<file path="src/rtl/sum_accum_pkg.sv">
// Shared types and default widths for the sum accumulator.
//   state_t    : controller state, 1-bit encoded
//   cnt_width  : width needed to hold a term count of 0..n
package sum_accum_pkg;

    localparam int IN_W_DEF    = 9;
    localparam int ACC_W_DEF   = 16;
    localparam int N_TERMS_DEF = 4;

    typedef enum logic {
        ACCUM = 1'b0,
        DONE  = 1'b1
    } state_t;

    function automatic int cnt_width(input int n);
        return $clog2(n + 1);
    endfunction

endpackage

</file>
<file path="src/rtl/sum_accum_if.sv">
// Input and result streams of the sum accumulator.
//   in_valid/in_ready/in_data/in_last       : incoming 9-bit sums
//   out_valid/out_ready/out_sum/out_count/out_ovf : group result
//   master : the side feeding sums and consuming results
//   slave  : the accumulator itself
interface sum_accum_if #(
    parameter int IN_W  = 9,
    parameter int ACC_W = 16,
    parameter int CNT_W = 3
);
    logic             in_valid;
    logic             in_ready;
    logic [IN_W-1:0]  in_data;
    logic             in_last;
    logic             out_valid;
    logic             out_ready;
    logic [ACC_W-1:0] out_sum;
    logic [CNT_W-1:0] out_count;
    logic             out_ovf;

    modport master (
        output in_valid, in_data, in_last, out_ready,
        input  in_ready, out_valid, out_sum, out_count, out_ovf
    );

    modport slave (
        input  in_valid, in_data, in_last, out_ready,
        output in_ready, out_valid, out_sum, out_count, out_ovf
    );
endinterface

</file>
<file path="src/rtl/sum_accum_acc_add.sv">
// acc_add: W-bit ripple-carry adder with carry-out, one full-adder cell per bit.
//   a, b : operands
//   s    : sum modulo 2^W
//   cout : carry out of bit W-1
module acc_add #(
    parameter int W = 16
) (
    input  logic [W-1:0] a,
    input  logic [W-1:0] b,
    output logic [W-1:0] s,
    output logic         cout
);
    logic [W:0] c;

    assign c[0] = 1'b0;

    for (genvar i = 0; i < W; i++) begin : g_fa
        assign s[i]   = a[i] ^ b[i] ^ c[i];
        assign c[i+1] = (a[i] & b[i]) | (c[i] & (a[i] ^ b[i]));
    end

    assign cout = c[W];
endmodule

</file>
<file path="src/rtl/sum_accum.sv">
// sum_accum: accumulates up to N_TERMS incoming sums (fewer when in_last ends
// the group) and presents the total, term count and sticky overflow.
//   clk   : rising-edge clock
//   rst_n : asynchronous active-low reset
//   flush : synchronous abort of the group in progress (ignored while a
//           result is waiting to be handed off)
//   bus   : input/result streams, see sum_accum_if
//
// state | meaning
// ACCUM | accepting sums into acc, in_ready=1
// DONE  | result held on out_*, out_valid=1, waiting for out_ready
module sum_accum
    import sum_accum_pkg::*;
#(
    parameter int IN_W    = IN_W_DEF,
    parameter int ACC_W   = ACC_W_DEF,
    parameter int N_TERMS = N_TERMS_DEF,
    parameter int CNT_W   = cnt_width(N_TERMS)
) (
    input  logic     clk,
    input  logic     rst_n,
    input  logic     flush,
    sum_accum_if.slave bus
);
    state_t           state, state_nxt;
    logic [ACC_W-1:0] acc;
    logic [CNT_W-1:0] cnt;
    logic             ovf;
    logic [ACC_W-1:0] sum_nxt;
    logic             carry;
    logic [CNT_W-1:0] cnt_inc;
    logic             beat;
    logic             last_term;
    logic [ACC_W-1:0] out_sum_q;
    logic [CNT_W-1:0] out_count_q;
    logic             out_ovf_q;

    acc_add #(.W(ACC_W)) u_add (
        .a    (acc),
        .b    (ACC_W'(bus.in_data)),
        .s    (sum_nxt),
        .cout (carry)
    );

    assign cnt_inc = cnt + CNT_W'(1);

    always_ff @(posedge clk or negedge rst_n) begin
        if (!rst_n) state <= ACCUM;
        else        state <= state_nxt;
    end

    always_comb begin
        state_nxt     = state;
        bus.in_ready  = 1'b0;
        bus.out_valid = 1'b0;
        beat          = 1'b0;
        last_term     = 1'b0;
        case (state)
            ACCUM: begin
                bus.in_ready = 1'b1;
                beat         = bus.in_valid;
                // in_last on the N_TERMS-th beat is the same single group end
                last_term    = (cnt_inc == CNT_W'(N_TERMS)) || bus.in_last;
                if (beat && last_term && !flush) state_nxt = DONE;
            end
            DONE: begin
                bus.out_valid = 1'b1;
                if (bus.out_ready) state_nxt = ACCUM;
            end
            default: state_nxt = ACCUM;
        endcase
    end

    always_ff @(posedge clk or negedge rst_n) begin
        if (!rst_n) begin
            acc         <= '0;
            cnt         <= '0;
            ovf         <= 1'b0;
            out_sum_q   <= '0;
            out_count_q <= '0;
            out_ovf_q   <= 1'b0;
        end else if (state == ACCUM) begin
            if (flush) begin
                acc <= '0;
                cnt <= '0;
                ovf <= 1'b0;
            end else if (beat) begin
                if (last_term) begin
                    out_sum_q   <= sum_nxt;
                    out_count_q <= cnt_inc;
                    out_ovf_q   <= ovf | carry;
                end else begin
                    acc <= sum_nxt;
                    cnt <= cnt_inc;
                    ovf <= ovf | carry;
                end
            end
        end else if (bus.out_ready) begin
            acc <= '0;
            cnt <= '0;
            ovf <= 1'b0;
        end
    end

    assign bus.out_sum   = out_sum_q;
    assign bus.out_count = out_count_q;
    assign bus.out_ovf   = out_ovf_q;
endmodule
</file>
<file path="src/flat_wrapper.sv">
// flat-port wrapper written by rule: the top's interface ports become plain ports
module sum_accum_flat import sum_accum_pkg::*;
#(
    parameter int IN_W    = IN_W_DEF,
    parameter int ACC_W   = ACC_W_DEF,
    parameter int N_TERMS = N_TERMS_DEF,
    parameter int CNT_W   = cnt_width(N_TERMS)
)
  (clk, rst_n, flush, bus_in_valid, bus_in_data, bus_in_last, bus_out_ready, bus_in_ready, bus_out_valid, bus_out_sum, bus_out_count, bus_out_ovf);
  sum_accum_if #(.IN_W(IN_W), .ACC_W(ACC_W), .CNT_W(CNT_W)) bus_i ();
  input  logic clk;
  input  logic rst_n;
  input  logic flush;
  input wire logic [$bits(bus_i.in_valid)-1:0] bus_in_valid;
  input wire logic [$bits(bus_i.in_data)-1:0] bus_in_data;
  input wire logic [$bits(bus_i.in_last)-1:0] bus_in_last;
  input wire logic [$bits(bus_i.out_ready)-1:0] bus_out_ready;
  output wire logic [$bits(bus_i.in_ready)-1:0] bus_in_ready;
  output wire logic [$bits(bus_i.out_valid)-1:0] bus_out_valid;
  output wire logic [$bits(bus_i.out_sum)-1:0] bus_out_sum;
  output wire logic [$bits(bus_i.out_count)-1:0] bus_out_count;
  output wire logic [$bits(bus_i.out_ovf)-1:0] bus_out_ovf;
  assign bus_i.in_valid = bus_in_valid;
  assign bus_i.in_data = bus_in_data;
  assign bus_i.in_last = bus_in_last;
  assign bus_i.out_ready = bus_out_ready;
  assign bus_in_ready = bus_i.in_ready;
  assign bus_out_valid = bus_i.out_valid;
  assign bus_out_sum = bus_i.out_sum;
  assign bus_out_count = bus_i.out_count;
  assign bus_out_ovf = bus_i.out_ovf;
  sum_accum #(.IN_W(IN_W), .ACC_W(ACC_W), .N_TERMS(N_TERMS), .CNT_W(CNT_W)) u_core (.clk(clk), .rst_n(rst_n), .flush(flush), .bus(bus_i));
endmodule
</file>
<file path="config.mk">
export PLATFORM = sky130hd
export DESIGN_NAME = sum_accum_flat
export DESIGN_NICKNAME = d
export VERILOG_FILES = /design/src/rtl/sum_accum_pkg.sv /design/src/rtl/sum_accum_if.sv /design/src/rtl/sum_accum_acc_add.sv /design/src/rtl/sum_accum.sv /design/src/flat_wrapper.sv
export SDC_FILE = /design/constraint.sdc
export NUM_CORES = 1
export LEC_CHECK = 0
export CAP_MARGIN = 20
export CELL_PAD_IN_SITES_DETAIL_PLACEMENT = 1
export CELL_PAD_IN_SITES_GLOBAL_PLACEMENT = 1
export CORE_ASPECT_RATIO = 0.75
export CORE_MARGIN = 8
export CORE_UTILIZATION = 41
export CTS_CLUSTER_DIAMETER = 200
export CTS_CLUSTER_SIZE = 24
export DETAILED_ROUTE_END_ITERATION = 16
export HOLD_SLACK_MARGIN = 0.08
export PLACE_DENSITY = 0.85
export REMOVE_ABC_BUFFERS = 1
export SLEW_MARGIN = 20
export SYNTH_ARGS = -nofsm -noshare
export SYNTH_HDL_FRONTEND = slang
export SYNTH_SLANG_ARGS = --single-unit
</file>
<file path="constraint.sdc">
create_clock -name clk -period 6.33 [get_ports clk]
set_input_delay 0.9495 -clock clk [delete_from_list [all_inputs] [get_ports clk]]
set_output_delay 0.9495 -clock clk [all_outputs]
set_load 0.005 [all_outputs]
</file>
==> results of run 1 <==
-- worst reg2reg max path, cell delays in order, from the launching register on --
cell	delay, ns
dfrtp_1	0.36
ha_1	0.14
inv_1	0.05
fa_1	0.41
fa_2	0.38
fa_1	0.44
fa_1	0.44
fa_1	0.43
fa_2	0.38
fa_1	0.39
inv_1	0.10
fa_2	0.24
ha_1	0.18
ha_1	0.16
ha_1	0.14
ha_1	0.15
ha_1	0.16
ha_1	0.16
ha_1	0.25
mux2_2	0.27
-- logic make-up (layout without fill, tap and decap cells) --
group,after synthesis,after routing
multiplexers,21,21
AO/OA/AOI/OAI,24,24
buffers and inverters,31,72
XOR/XNOR,2,2
AND/OR/NAND/NOR,12,12
flip-flops,41,41
adder cells (fa/ha/maj),18,18
-- power by group --
| group | internal (mW) | total, mW | switching, mW |
|---|---|---|---|
| logic | 0.0807 | 0.139 | 0.0583 |
| clock network | 0.0883 | 0.183 | 0.0943 |
| registers | 0.291 | 0.308 | 0.0170 |
| total | 0.460 | 0.629 | 0.170 |
-- timing repair --
| item | CTS | global route |
|---|---|---|
| endpoints found under the setup margin | 0 | 2 |
| setup buffers | 0 | 0 |
| resized for setup | 0 | 3 |
-- layer usage --
metal  up-vias  GRT usage, %  wire length (µm)
li1        587             -                 -
met2        28          22.5              2300
met5         -             0                 0
met3         7          5.91               266
met1       655          14.5              1880
met4         0          4.59                85
-- worst max-delay path by stage --
stage,endpoint,depth (start not counted)
after floorplan,u_core.bus.out_sum[15],19
after global placement,u_core.bus.out_sum[15],20
after detailed placement,u_core.bus.out_sum[15],20
after CTS,u_core.bus.out_sum[15],20
after global routing,u_core.bus.out_sum[15],20
final,u_core.bus.out_sum[15],20
-- cells in the final DEF, fill, tap and decap left out, drive strengths merged --
cell           instances
a31oi                  1
nand2                  2
o221ai                 1
mux2                  12
xnor2                  1
inv                   27
xor2                   1
or2                    1
fa                     8
o21ai                  2
clkbuf                 6
clkdlybuf4s50         35
o2bb2ai                7
clkinv                 2
a21boi                 1
dfrtp                 41
nor3b                  2
nor4b                  1
nor2b                  1
a22o                  12
ha                    10
nor4bb                 1
or3b                   1
nor2                   1
mux2i                  9
buf                    2
and3b                  1
nand2b                 1
-- final cells by class --
type | instances | area [µm²]
clock buffers | 6 | 82.6
clock inverters | 2 | 13.8
fillers | 491 | 2260
inverters | 27 | 101
multi-input cells | 77 | 840
flip-flops and latches | 41 | 1030
well taps | 60 | 75.1
repair buffers | 37 | 363
-- registers in the layout, summed over array words and instances (netlist names) --
| register | cells |
|---|---|
| u_core.acc | 16 |
| u_core.bus.out_count | 3 |
| u_core.bus.out_ovf | 1 |
| u_core.bus.out_sum | 16 |
| u_core.cnt | 3 |
| u_core.ovf | 1 |
| u_core.state | 1 |
-- stage by stage --
| step | TNS [ns] | power, mW |
|---|---|---|
| final | 0 | 0.629 |
| after global placement | 0 | 0.445 |
| after CTS | 0 | 0.640 |
| after global routing | 0 | 0.665 |
| after detailed placement | -0.401 | 0.454 |
| after floorplan | 0 | 0.366 |
==> results_dict.tcl, run 1 <==
set metrics [dict create \
    status "complete, no violations" \
    hold_start "u_core.acc[6]" \
    wirelength_um 4530 \
    reg2reg_depth 19 \
    dpl.hpwl_um 3450 \
    final_nets 222 \
    startpoint "bus_in_data[0]" \
    post_drt_via_cell_ratio 5.11 \
    cts_buffer_depth 2 \
    via_count 1277 \
    finalClockSkew_ns 0.00715 \
    max_slew_margin_pct 35.7 \
    hold_viol_final 0 \
    leakagePower_nw 1.24 \
    yosys_warnings 0 \
    dieArea_um2 7320 \
    ant_nets 0 \
    start_kind "primary input" \
    critPathSlowestCell "clkdlybuf4s50_1" \
    clock_latency_ns 0.31 \
    tightest_slew_ns 0.962 \
    synth.area.top_cells "dfrtp_1 (52%), fa_1 (8.1%), mux2_2 (6.8%)" \
    detail_route.wl_per_cell_um 18.1 \
    worstReg2RegEnd "u_core.bus.out_sum[15]" \
    hp-class "flop to flop" \
    cp.arrival_ns 6.28 \
    rrSetupSlack_ns 1.00 \
    grt_pass1_wl_um 7520 \
    maxCapViolCount 0 \
    synth-xor-area-share_pct 0.887 \
    overflow 0 \
    layout_min_cycle_time_ns 6.08 \
    ir_worst_vdd_mv 0.201 \
    cp-end-kind "flop" \
    core_um2 4760 \
    start_util_pct 41.5 \
    crit_path_max_fanout 2 \
    path_clk_slew_ns 0.08 \
    holdWs_ns 0.496 \
    synth_area_um2 1980 \
    synth_adder_area_share_pct 14.4 \
    synthCells 149 \
    synth_seq_area_share_pct 51.9 \
    cp_top_family "adder cells" \
    synth_flop_cell "dfrtp_1" \
    antenna_cells 0 \
    clkSinkCount 41 \
    cts_tree "built" \
    yosysMostFrequentCell "dfrtp_1" \
    fin_ws_ns 0.247 \
    synthSimpleGateAreaFrac_pct 4.12 \
    power_density_nw_per_um2 252 \
    grt_pass1_vias 1524 \
    io_buffers 36 \
    drc 0 \
    place_area_um2 2400 \
    antenna_found_initial 0 \
    rsz0062_at_grt "false" \
    drtPass1Iterations 4 \
    required_ns 6.53 \
    period_share_pct 96.1 \
    stdcell_count 250 \
    ios 37 \
    place_ws_ns -0.199 \
    stdcell_area_um2 2500 \
    row_count 22 \
    ys_async_sr_fraction_pct 100 \
    synth_seq_cells 41 \
    path_buf_inv 3 \
    setup_viol 0 \
    grt_max_degree 42 \
    max_stage_delay_ns 0.48 \
    die_y_um 76.1 \
    layout-drive-gt1-share_pct 14.7 \
    max_freq_ghz 0.164 \
    path_cells "clkdlybuf4s50_1, ha_1, inv_1, fa_1, fa_2, fa_1, fa_1, fa_1, fa_2, fa_1, inv_1, fa_2, ha_1, ha_1, ha_1, ha_1, ha_1, ha_1, ha_1, mux2_2" \
    synth-edff-count 0 \
    gp_congestion 0.786 \
    synth_top_family_by_area "adder cells" \
    whs_endpoint "u_core.acc[6]" \
    area_growth_pct 26.6 \
    fin_util_pct 52.5 \
    yosysUniqueCellTypes 27 \
    syn-mean-instance-area_um2 13.3 \
    synth.largest_area_cell "dfrtp_1" \
    cp_common_cell "ha_1" \
    cts_made_buffers 5 \
    dp_cells 242 \
    r2r_start "u_core.acc[0]" \
    critPathKind "primary input to flop" \
    drt_iter0_drc 28 \
    h-tree-depth 2 \
    hold_buffers 0 \
    groute.usage.overall_pct 13.4 \
    synthDominantCellAreaShare_pct 51.9 \
    synth_compound_area_share_pct 11.0 \
    slew_violations 0 \
    cts_root_buf "clkbuf_8" \
    synth_common_cells "dfrtp_1 (41), inv_1 (27), a22o_1 (12), mux2_2 (12), ha_1 (10)" \
    synthMuxAreaShare_pct 11.4 \
    die_w_um 96.2 \
    worstHoldPathCells 1 \
]
No activity file was read; power rests on OpenSTA's default activity.
==> run 2, diff against run 1 <==
--- a/config.mk
+++ b/config.mk
@@ -14,7 +14,6 @@
 export CTS_CLUSTER_DIAMETER = 200
 export CTS_CLUSTER_SIZE = 24
 export DETAILED_ROUTE_END_ITERATION = 16
-export HOLD_SLACK_MARGIN = 0.08
 export PLACE_DENSITY = 0.85
 export REMOVE_ABC_BUFFERS = 1
 export SLEW_MARGIN = 20
==> results of run 2 <==
The final DEF is identical to that of run 1; final timing and power are the same.
==> run 3, diff against run 2 <==
--- a/config.mk
+++ b/config.mk
@@ -10,13 +10,15 @@
 export CELL_PAD_IN_SITES_GLOBAL_PLACEMENT = 1
 export CORE_ASPECT_RATIO = 0.75
 export CORE_MARGIN = 8
-export CORE_UTILIZATION = 41
+export CORE_UTILIZATION = 50
 export CTS_CLUSTER_DIAMETER = 200
 export CTS_CLUSTER_SIZE = 24
 export DETAILED_ROUTE_END_ITERATION = 16
+export DONT_BUFFER_PORTS = 1
 export PLACE_DENSITY = 0.85
 export REMOVE_ABC_BUFFERS = 1
-export SLEW_MARGIN = 20
+export SKIP_LAST_GASP = 1
+export SLEW_MARGIN = 30
 export SYNTH_ARGS = -nofsm -noshare
 export SYNTH_HDL_FRONTEND = slang
 export SYNTH_SLANG_ARGS = --single-unit
==> results_dict.tcl, run 3 (synthesized netlist as in run 1, its figures left out) <==
set metrics [dict create \
    met2WireLength_um 1970 \
    drtPass1Iterations 4 \
    clkSinkCount 41 \
    post-cts-setup-buffers 0 \
    start_kind "primary input" \
    stdcell_area_um2 2140 \
    r2r_start "u_core.acc[0]" \
    detail_route.wl_per_cell_um 18.8 \
    layout_min_cycle_time_ns 5.57 \
    required_ns 6.52 \
    status "complete, no violations" \
    rrSetupSlack_ns 1.04 \
    cp-end-kind "flop" \
    ir_worst_vdd_mv 0.167 \
    wirelength_um 3880 \
    row_count 19 \
    top_layer "met4" \
    slew_violations 0 \
    crit_path_max_fanout 2 \
    maxCapViolCount 0 \
    max_slew_margin_pct 57.3 \
    core_um2 3730 \
    total_power_mw 0.568 \
    die_y_um 70.4 \
    drt_iter0_drc 45 \
    die_w_um 88.6 \
    via_count 1125 \
    tightest_slew_ns 0.637 \
    worstReg2RegEnd "u_core.bus.out_sum[15]" \
    ant_nets 0 \
    hp-class "primary input to async pin" \
    antenna_cells 0 \
    antenna_found_initial 0 \
    dpl.hpwl_um 2800 \
    finalSetupTns_ns 0 \
    dieArea_um2 6240 \
    final_nets 186 \
    hold_buffers 0 \
    power_density_nw_per_um2 266 \
    ios 37 \
    cts_buffer_depth 2 \
    overflow 0 \
    holdWs_ns 0.339 \
    grt_pass1_wl_um 6780 \
    period_share_pct 87.9 \
    finalClockSkew_ns 0.00800 \
    place_area_um2 2030 \
    wl_met3_um 295 \
    h-tree-depth 2 \
    critPathKind "primary input to flop" \
    wl_met1_um 1540 \
    io_buffers 0 \
    cts_made_buffers 5 \
    hold_viol_final 0 \
    final_cell_mix "dfrtp_1 (41), inv_1 (27), a22o_1 (12), mux2_2 (12), ha_1 (10)" \
    grt_max_degree 42 \
    leakagePower_nw 1.11 \
    clock_latency_ns 0.29 \
    cp.arrival_ns 5.75 \
    drc 0 \
    cts_root_buf "clkbuf_8" \
    max_freq_ghz 0.180 \
    num-fill-cells 378 \
    setup_viol 0 \
    rsz0062_at_grt "false" \
    area_growth_pct 8.17 \
    reg2reg_depth 19 \
    gp_congestion 0.835 \
    start_util_pct 52.9 \
    groute.usage.overall_pct 14.4 \
    cts_tree "built" \
    cts_resized 0 \
    path_clk_slew_ns 0.08 \
    grt_pass1_vias 1347 \
    layout_commonest_cell "dfrtp_1" \
    post_drt_via_cell_ratio 5.46 \
    layout-drive-gt1-share_pct 16.2 \
]
## run 3: changes by cell type in the layout (fill, tap and decap cells not counted), sizes merged
| cell | previous run | this run |
|---|---|---|
| clkbuf | 6 | 7 |
| buf | 2 | 1 |
| clkinv | 2 | 1 |
| clkdlybuf4s50 | 35 | 0 |
## run 3: critical path: stages
cell and delay [ns]:
ha_1 0.13, inv_1 0.05, fa_1 0.42, fa_1 0.43, fa_1 0.43, fa_1 0.43, fa_1 0.44, fa_1 0.43
fa_1 0.40, inv_1 0.08, fa_1 0.17, ha_1 0.15, ha_1 0.15, ha_1 0.14, ha_1 0.14, ha_1 0.15
ha_1 0.15, ha_1 0.24, mux2_2 0.26
## run 3: how the worst max path moves through the flow
stage,start,end,slack [ns],cells after the start
5_1_grt,bus_in_data[0],u_core.bus.out_sum[15],0.55,19
6_report,bus_in_data[0],u_core.bus.out_sum[15],0.76,19
3_5_place_dp,bus_in_data[0],u_core.bus.out_sum[15],0.41,19
4_1_cts,bus_in_data[0],u_core.bus.out_sum[15],0.72,19
3_3_place_gp,bus_in_data[0],u_core.bus.out_sum[15],0.54,19
2_1_floorplan,bus_in_data[0],u_core.bus.out_sum[15],0.69,19
## run 3: final cells by class
type                       count  area (µm²)  share of cell area (%)
clock buffer                   7        96.3                    4.51
clock inverter                 1        5.00                   0.234
inverter                      27         101                    4.74
tap                           52        65.1                    3.04
sequential                    41        1030                    48.0
timing repair buffer           1        7.51                   0.351
multi-input combinational     77         836                    39.1
## run 3: layer usage
metal / up-vias / global-route usage, %
met5: - / 0
met4: 0 / 6.73
met3: 7 / 6.07
met2: 25 / 23.8
met1: 582 / 15.3
li1: 511 / -
## run 3: stage by stage
step,setup WS [ns],instances,util [%]
after CTS,0.716,206,57.2
after global routing,0.550,206,57.3
after floorplan,0.688,145,-
final,0.764,206,57.3
after detailed placement,0.413,198,54.4
after global placement,0.545,198,54.4
## run 3: power breakdown
group	switching, mW	leakage [nW]	internal, mW
clock	0.0878	0.0542	0.0985
sequential	0.0235	0.541	0.291
combinational	0.0357	0.518	0.0316
total	0.147	1.11	0.421
